[config.mk]
export PLATFORM = sky130hd
export DESIGN_NAME = hp_bar_animator
export DESIGN_NICKNAME = d
export VERILOG_FILES = /design/src/rtl/hp_bar_animator.sv
export SDC_FILE = /design/constraint.sdc
export NUM_CORES = 1
export LEC_CHECK = 0
export BUFFER_PORTS_ARGS = -buffer_cell sky130_fd_sc_hd__buf_4
export CAP_MARGIN = 0
export CORE_ASPECT_RATIO = 0.5
export CORE_MARGIN = 1
export CORE_UTILIZATION = 59
export CTS_CLUSTER_DIAMETER = 100
export DETAILED_ROUTE_END_ITERATION = 6
export PLACE_DENSITY = 0.86
export SETUP_SLACK_MARGIN = 0.2
export SLEW_MARGIN = 40
export SYNTH_ARGS = -nofsm -noshare
export SYNTH_HDL_FRONTEND = slang
export SYNTH_SLANG_ARGS = --single-unit
[constraint.sdc]
create_clock -name clock -period 3.9 [get_ports clock]
set_clock_uncertainty 0.1 [all_clocks]
set_input_delay 0.39 -clock clock [delete_from_list [all_inputs] [get_ports clock]]
set_output_delay 0.39 -clock clock [all_outputs]
set_load 0.01 [all_outputs]
[src/rtl/hp_bar_animator.sv]
// Animates an HP bar: each damage/heal request redraws the changed columns one
// pixel per cycle, then pulses done; game_over latches once HP reaches zero.
module hp_bar_animator #(
    parameter int unsigned MAX_HP   = 75,
    parameter int unsigned HP_W     = 9,
    parameter int unsigned BAR_X0   = 222,
    parameter int unsigned BAR_Y    = 119,
    parameter int unsigned BAR_H    = 3,
    parameter int unsigned X_W      = 9,
    parameter int unsigned Y_W      = 8,
    parameter logic [2:0]  COL_DMG  = 3'b111,
    parameter logic [2:0]  COL_HEAL = 3'b010
) (
    input  logic            clock,
    input  logic            reset,
    input  logic            req_valid,
    input  logic            req_heal,
    input  logic [HP_W-1:0] req_amount,
    output logic            req_ready,
    output logic [HP_W-1:0] hp,
    output logic [X_W-1:0]  out_x,
    output logic [Y_W-1:0]  out_y,
    output logic [2:0]      out_colour,
    output logic            plot,
    output logic            done,
    output logic            game_over
);

    localparam int unsigned SUM_W = HP_W + 1;
    localparam int unsigned ROW_W = (BAR_H > 1) ? $clog2(BAR_H) : 1;

    localparam logic [SUM_W-1:0] MAX_HP_S = SUM_W'(MAX_HP);
    localparam logic [HP_W-1:0]  MAX_HP_H = HP_W'(MAX_HP);
    localparam logic [ROW_W-1:0] LAST_ROW = ROW_W'(BAR_H - 1);
    localparam logic [X_W-1:0]   X0       = X_W'(BAR_X0);
    localparam logic [Y_W-1:0]   Y0       = Y_W'(BAR_Y);

    typedef enum logic [1:0] {
        ST_IDLE,
        ST_CALC,
        ST_DRAW,
        ST_DONE
    } state_t;

    typedef struct packed {
        logic            heal;
        logic [HP_W-1:0] amount;
    } req_t;

    state_t            state_q, state_d;
    req_t              req_q, req_d;
    logic [HP_W-1:0]   hp_q, hp_d;
    logic [HP_W-1:0]   target_q, target_d;
    logic [ROW_W-1:0]  row_q, row_d;

    logic              plot_q, plot_d;
    logic [X_W-1:0]    out_x_q, out_x_d;
    logic [Y_W-1:0]    out_y_q, out_y_d;
    logic [2:0]        out_colour_q, out_colour_d;
    logic              done_q, done_d;
    logic              game_over_q, game_over_d;
    logic              req_ready_q, req_ready_d;

    logic [SUM_W-1:0]  heal_sum;
    logic [HP_W-1:0]   dmg_diff;

    // Next-state logic; outputs are derived from the next state so they register in step with it
    always_comb begin
        state_d   = state_q;
        req_d     = req_q;
        hp_d      = hp_q;
        target_d  = target_q;
        row_d     = row_q;
        heal_sum  = {1'b0, hp_q} + {1'b0, req_q.amount};
        dmg_diff  = hp_q - req_q.amount;

        case (state_q)
            ST_IDLE: begin
                if (req_valid && req_ready_q) begin
                    req_d.heal   = req_heal;
                    req_d.amount = req_amount;
                    state_d      = ST_CALC;
                end
            end
            ST_CALC: begin
                if (req_q.heal) begin
                    target_d = (heal_sum > MAX_HP_S) ? MAX_HP_H : heal_sum[HP_W-1:0];
                end else begin
                    target_d = (req_q.amount > hp_q) ? '0 : dmg_diff;
                end
                row_d   = '0;
                state_d = (target_d != hp_q) ? ST_DRAW : ST_DONE;
            end
            ST_DRAW: begin
                if (row_q == LAST_ROW) begin
                    row_d = '0;
                    hp_d  = req_q.heal ? (hp_q + HP_W'(1)) : (hp_q - HP_W'(1));
                    if (hp_d == target_q) begin
                        state_d = ST_DONE;
                    end
                end else begin
                    row_d = row_q + ROW_W'(1);
                end
            end
            ST_DONE: begin
                req_d   = '0;
                state_d = ST_IDLE;
            end
            default: begin
                state_d = ST_IDLE;
            end
        endcase

        // A damage column sits left of the current HP edge, a heal column right of it
        plot_d       = (state_d == ST_DRAW);
        out_x_d      = req_d.heal ? (X0 + X_W'(hp_d)) : (X0 + X_W'(hp_d) - X_W'(1));
        out_y_d      = Y0 + Y_W'(row_d);
        out_colour_d = req_d.heal ? COL_HEAL : COL_DMG;
        done_d       = (state_d == ST_DONE);
        game_over_d  = game_over_q | ((state_d == ST_DONE) && (hp_d == '0));
        req_ready_d  = (state_d == ST_IDLE) && !game_over_d;
    end

    always_ff @(posedge clock or negedge reset) begin
        if (!reset) begin
            state_q      <= ST_IDLE;
            req_q        <= '0;
            hp_q         <= MAX_HP_H;
            target_q     <= '0;
            row_q        <= '0;
            plot_q       <= 1'b0;
            out_x_q      <= '0;
            out_y_q      <= '0;
            out_colour_q <= '0;
            done_q       <= 1'b0;
            game_over_q  <= 1'b0;
            req_ready_q  <= 1'b1;
        end else begin
            state_q      <= state_d;
            req_q        <= req_d;
            hp_q         <= hp_d;
            target_q     <= target_d;
            row_q        <= row_d;
            plot_q       <= plot_d;
            out_x_q      <= out_x_d;
            out_y_q      <= out_y_d;
            out_colour_q <= out_colour_d;
            done_q       <= done_d;
            game_over_q  <= game_over_d;
            req_ready_q  <= req_ready_d;
        end
    end

    assign req_ready  = req_ready_q;
    assign hp         = hp_q;
    assign out_x      = out_x_q;
    assign out_y      = out_y_q;
    assign out_colour = out_colour_q;
    assign plot       = plot_q;
    assign done       = done_q;
    assign game_over  = game_over_q;

endmodule
## After elaboration in Yosys (flattened, before gate mapping)

Index checks and enable logic that the tools add are counted.

| word-level totals | value |
|---|---|
| bits in registers | 56 |
| output and inout bits | 33 |
| word-level logic and storage cells | 60 |

| cells by class | value |
|---|---|
| add/subtract/negate cells | 8 |
| $lt $le $gt $ge | 2 |
| equal/unequal tests | 9 |
| muxes and demuxes | 18 |
| bitwise operators | 1 |
| reductions and logical operators | 9 |

Operators with widths:

| operator | count |
|---|---|
| $mux 9 | 8 |
| $pmux 10 s2 | 1 |
| $sub 9x1->9 const B | 2 |
| $add 9x9->10 | 1 |
| $eq 2x2->1 const B | 5 |
| $gt 10x7->1 const B | 1 |
| $mux 10 | 1 |
| $add 8x9->9 const A | 1 |
| $add 9x1->9 const B | 1 |
| $eq 9x9->1 | 1 |
| $gt 9x9->1 | 1 |
| $logic_not 9->1 | 1 |
| $ne 9x9->1 | 1 |
| $sub 9x9->9 | 1 |
| $add 7x2->8 const A | 1 |
| $mux 2 | 4 |
| $pmux 2 s4 | 1 |
| $logic_not 2->1 | 2 |
| $pmux 2 s2 | 1 |
| $logic_and 1x1->1 | 3 |
| $mux 3 | 1 |
| $add 2x1->2 const B | 1 |
| $eq 2x1->1 const B | 1 |
| $ne 2x2->1 const B | 1 |
| 5 further kinds | 5 |

## Logic depth before layout (Yosys ltp)

| logic depth | value |
|---|---|
| depth after elaboration | 13 |
| depth in mapped cells | 15 |
| mapped depth without buffers | 14 |

## Worst setup path before layout

Ideal clock, no wire load.

| timing | value |
|---|---|
| kind | reg2reg |
| start | register req_q[9] (netlist name) |
| end | register game_over_q (netlist: game_over) |
| library setup time | 66 ps |
| arrival | 3301 ps |
| required time | 3734 ps |
| slack | 432 ps |
| stages on the path, launching flop included | 14 |
| path buffers | 1 |
| period minus slack after synthesis | 3468 ps |
| path through | dfrtp_1 > clkbuf_1 > clkinv_1 > ha_1 > nor2b_1 > o31a_1 > o21a_1 > o41ai_1 > xnor2_1 > xnor2_1 > o41ai_1 > o21ai_0 > o21ai_2 > a41o_1 |

| between the ends | value |
|---|---|
| cells in the longest elaborated chain, start to end | 8 |
| elaborated cells between the ends (all ways) | 15 |

RTL lines:

| item | RTL line | source |
|---|---|---|
| start: declaration | 51 | `req_t req_q, req_d;` |
| start signal: assignment | 140 | `req_q <= req_d;` |
| $mux 9, on equally long branches | 97, 86 |  |
| $eq 9x9->1 or $mux 9 (tied branches) | 98, 77 |  |
| $mux 2 or $ne 9x9->1 (tied branches) | 98, 92 |  |
| $mux 2 or $mux 1 (tied branches) | 95, 92 |  |
| $pmux 2 s4 (*) | 77 | `case (state_q)` |
| named net state_d[0] | 50 | `state_t state_q, state_d;` |
| $eq 2x2->1 (*) | 120 | `game_over_d = game_over_q \| ((state_d == ST_DONE) && (hp_d == '0));` |
| $logic_and 1x1->1 (*) | 120 |  |
| $or 1x1->1 (*) | 120 |  |
| named net game_over_d | 61 | `logic game_over_q, game_over_d;` |
| end signal: assignment | 149 | `game_over_q <= game_over_d;` |
| end: declaration | 61 |  |

Mark *: on every way through the listed nets, which the timed path passes. The rest lies on a longest branch. The select of a mux whose other input is x is not followed.
A chain may end at the register's enable or synchronous reset.

## Worst setup path in the final report

| timing | value |
|---|---|
| start | register hp_q[0] (netlist: hp[0]) |
| end | register game_over_q (netlist: game_over) |

| between the ends | value |
|---|---|
| cells in the longest elaborated chain, start to end | 11 |
| elaborated cells between the ends (all ways) | 23 |

RTL lines:

| item | RTL line | source |
|---|---|---|
| start: declaration | 52 | `logic [HP_W-1:0] hp_q, hp_d;` |
| start signal: assignment | 141 | `hp_q <= hp_d;` |
| $add 9x9->10 | 74 | `heal_sum = {1'b0, hp_q} + {1'b0, req_q.amount};` |
| $gt 10x7->1 | 87 | `target_d = (heal_sum > MAX_HP_S) ? MAX_HP_H : heal_sum[HP_W-1:0];` |
| $mux 9 | 87 |  |
| $mux 9 | 86 | `if (req_q.heal) begin` |
| $mux 9 | 77 |  |
| $ne 9x9->1 | 92 | `state_d = (target_d != hp_q) ? ST_DRAW : ST_DONE;` |
| $mux 1 | 92 |  |
| $pmux 2 s4 (*) | 77 |  |
| named net state_d[0] | 50 |  |
| $eq 2x2->1 (*) | 120 |  |
| $logic_and 1x1->1 (*) | 120 |  |
| $or 1x1->1 (*) | 120 |  |
| named net game_over_d | 61 |  |

Marks and branches as above.

==> impl_metrics.json <==
{
  "status": "completed",
  "slew_headroom_pct": 56.2,
  "htree_levels": 2,
  "grt_overflow": 0,
  "vias_per_cell": 6.04,
  "fp.dieW_um": 118,
  "synthTopCellsByCount": "dfrtp_1, nor2_1, ha_1",
  "dieHeight_um": 59.9,
  "power.density_nw_per_um2": 224,
  "die-area_um2": 7060,
  "yosysMostFrequentCell": "dfrtp_1",
  "syn_to_final_growth_pct": 14.9,
  "dp_hpwl_um": 7130,
  "ys_types": 76,
  "hold_path.class": "in2async",
  "cts.sinks": 51,
  "setup_viol": 0,
  "synth_top_area_share_pct": 29.1,
  "remaining_drc_errors": 0,
  "avgSynthCellArea_um2": 9.09,
  "ant_nets": 0,
  "start_util_pct": 63.2,
  "drv_cap": 0,
  "end_kind": "flip-flop",
  "cp_max_fo": 7,
  "finalHoldViolations": 0,
  "grt_pass1_wl_um": 15900,
  "yosys.area.top_type": "dfrtp_1",
  "ys.flop_type": "dfrtp_1",
  "cts_tree": "done",
  "synthTopCellsByArea": "dfrtp_1, ha_1, xnor2_1",
  "cts_made_buffers": 5,
  "port_buffers": 44,
  "pin_count": 46,
  "core_um2": 6260,
  "max_stage_delay_ns": 0.62,
  "ctsHoldBuffers": 0,
  "fin_util_pct": 72.6,
  "startpoint_type": "flip-flop",
  "synth-edff-count": 0,
  "nNetsFinal": 530,
  "worst-endpoint-arrival_ns": 3.75,
  "synthArstFlopShare_pct": 100,
  "antennaDiodeCount": 0,
  "antenna_found_initial": 0,
  "cts_buffer_depth": 2,
  "insertion_delay_ns": 0.30,
  "peakVddDrop_v": 0.000170,
  "drive_above_1_share_pct": 20.0,
  "rsz0062_at_grt": "yes",
  "crit_type": "reg2reg",
  "period_share_pct": 92.6,
  "gp_congestion": 0.945,
  "cp_slowest_cell": "dfstp_2",
  "vias": 3433,
  "clk_pin_slew_ns": 0.07,
  "dr.pass1.iters": 5,
  "wirelength_um": 9750,
  "p_leak_uw": 0.00208,
  "post-route-min-period_ns": 3.61,
  "path_cells": "inv_2 > ha_1 > inv_1 > fa_1 > a21o_1 > and4_1 > o21ai_2 > mux2i_4 > buf_4 > nor4_1 > a2111oi_1 > nor4_2 > nand4_1 > o21ai_2 > a41o_1",
  "fmax_mhz": 277,
  "grt_max_degree": 52,
  "synth_seq_cells": 51,
  "track_usage_pct": 29.3,
  "setup_tns_ns": 0,
  "synthCells": 435,
  "synthesis.nets": 486,
  "p_total_uw": 1020,
  "drt_iter0_drc": 310,
  "dp_cells": 556,
  "first_global_vias": 3236,
  "num_rows": 20,
  "required_ns": 4.03,
  "critPathMostFrequentCell": "o21ai_2",
  "clockRootBuffer": "clkbuf_16",
  "wl_per_cell_um": 17.2,
  "ys_warn_count": 0,
  "worst_pin_slew_ns": 0.658,
  "fin_cells": 568,
  "drv_slew": 0,
  "ys_seq_area_share_pct": 32.4,
  "syn_area_um2": 3960
}
## worst max-delay path: cells and delay by family, from the launching register on
| family | cells | cell delay [ns] |
|---|---|---|
| adder cells (fa/ha/maj) | 2 | 0.43 |
| multiplexers | 1 | 0.23 |
| AND/OR/NAND/NOR | 4 | 1.01 |
| flip-flops | 1 | 0.62 |
| AO/OA/AOI/OAI | 5 | 0.87 |
| buffers and inverters | 3 | 0.31 |
## worst paths after layout
kind	from	to	slack [ns]	cells after the start
max	hp[0]	game_over	0.29	15
min	reset	out_y[3]	0.01	1
max reg2reg	hp[0]	game_over	0.29	15
min reg2reg	game_over	req_ready	0.33	1
max in group asynchronous	reset	req_q[1]	3.26	1
min in group clock	req_amount[6]	req_q[6]	0.22	2
## routing by layer
layer / up-vias / wire (µm) / global-route usage (%)
met2: 142 / 4220 / 47.2
li1: 1620 / - / -
met3: 27 / 830 / 7.44
met5: - / 0 / 0
met1: 1644 / 4440 / 38.6
met4: 0 / 262 / 11.7
## repair_timing
item | in CTS | in global routing
buffers inserted | 0 | 4
gates resized for setup | 1 | 5
endpoints found under the setup margin | 1 | 5
pin swaps | 0 | 3
## stage by stage
stage	hold WS (ns)	instance area, µm²	setup WS, ns
6_report	0.0127	4540	0.288
3_3_place_gp	0.330	4340	0.330
3_5_place_dp	0.328	4340	0.291
4_1_cts	0.0335	4490	0.250
5_1_grt	0.0648	4540	0.136
2_1_floorplan	-0.00559	3960	0.432
## layout make-up
cell class                 instances  area (µm²)
clock buffer                       5         125
clock inverter                     3        28.8
fill                             435        1710
inverter                          34         130
multi-input combinational        331        2450
sequential                        51        1280
tap                               88         110
timing repair buffer              56         420
## layout by cell type, fill, tap and decap left out, types with 3 or more instances in the layout
cell,count
dfrtp_1,46
dfstp_2,5
a211oi_1,3
inv_1,31
nor2b_1,4
clkbuf_16,5
o21ai_1,4
a21oi_1,21
fa_1,3
o21a_1,6
nand2_1,28
or2_2,4
ha_1,34
nor3_1,11
a22o_1,9
a21o_1,9
nand3_1,10
buf_4,56
o21ai_0,20
nor4_1,3
a31oi_1,7
xor2_1,15
xnor2_1,28
nor2_1,39
nand2b_1,8
mux2i_1,4
## state kept, by name, summed over array words and instances, names as in the netlist
register and cells:
req_q 10, hp 9, out_x 9, target_q 9
out_y 4, out_colour 2, row_q 2, state_q 2
done 1, game_over 1, plot 1, req_ready 1
## power by group
group	total, µW	internal, µW	switching (µW)
clock network	466	248	218
logic	23.8	10.1	13.6
registers	530	529	0.551
total	1020	787	232
## logic make-up (layout without fill, tap and decap cells)
logic type / Yosys count / in the layout / synth area share, %
other: 2 / 2 / 0.190
adder cells (fa/ha/maj): 38 / 38 / 12.6
buffers and inverters: 53 / 98 / 6.30
AND/OR/NAND/NOR: 126 / 126 / 16.1
XOR/XNOR: 43 / 43 / 9.52
AO/OA/AOI/OAI: 114 / 114 / 20.7
multiplexers: 8 / 8 / 2.18
flip-flops: 51 / 51 / 32.4
Note: power is estimated with default switching activity, not from simulation.
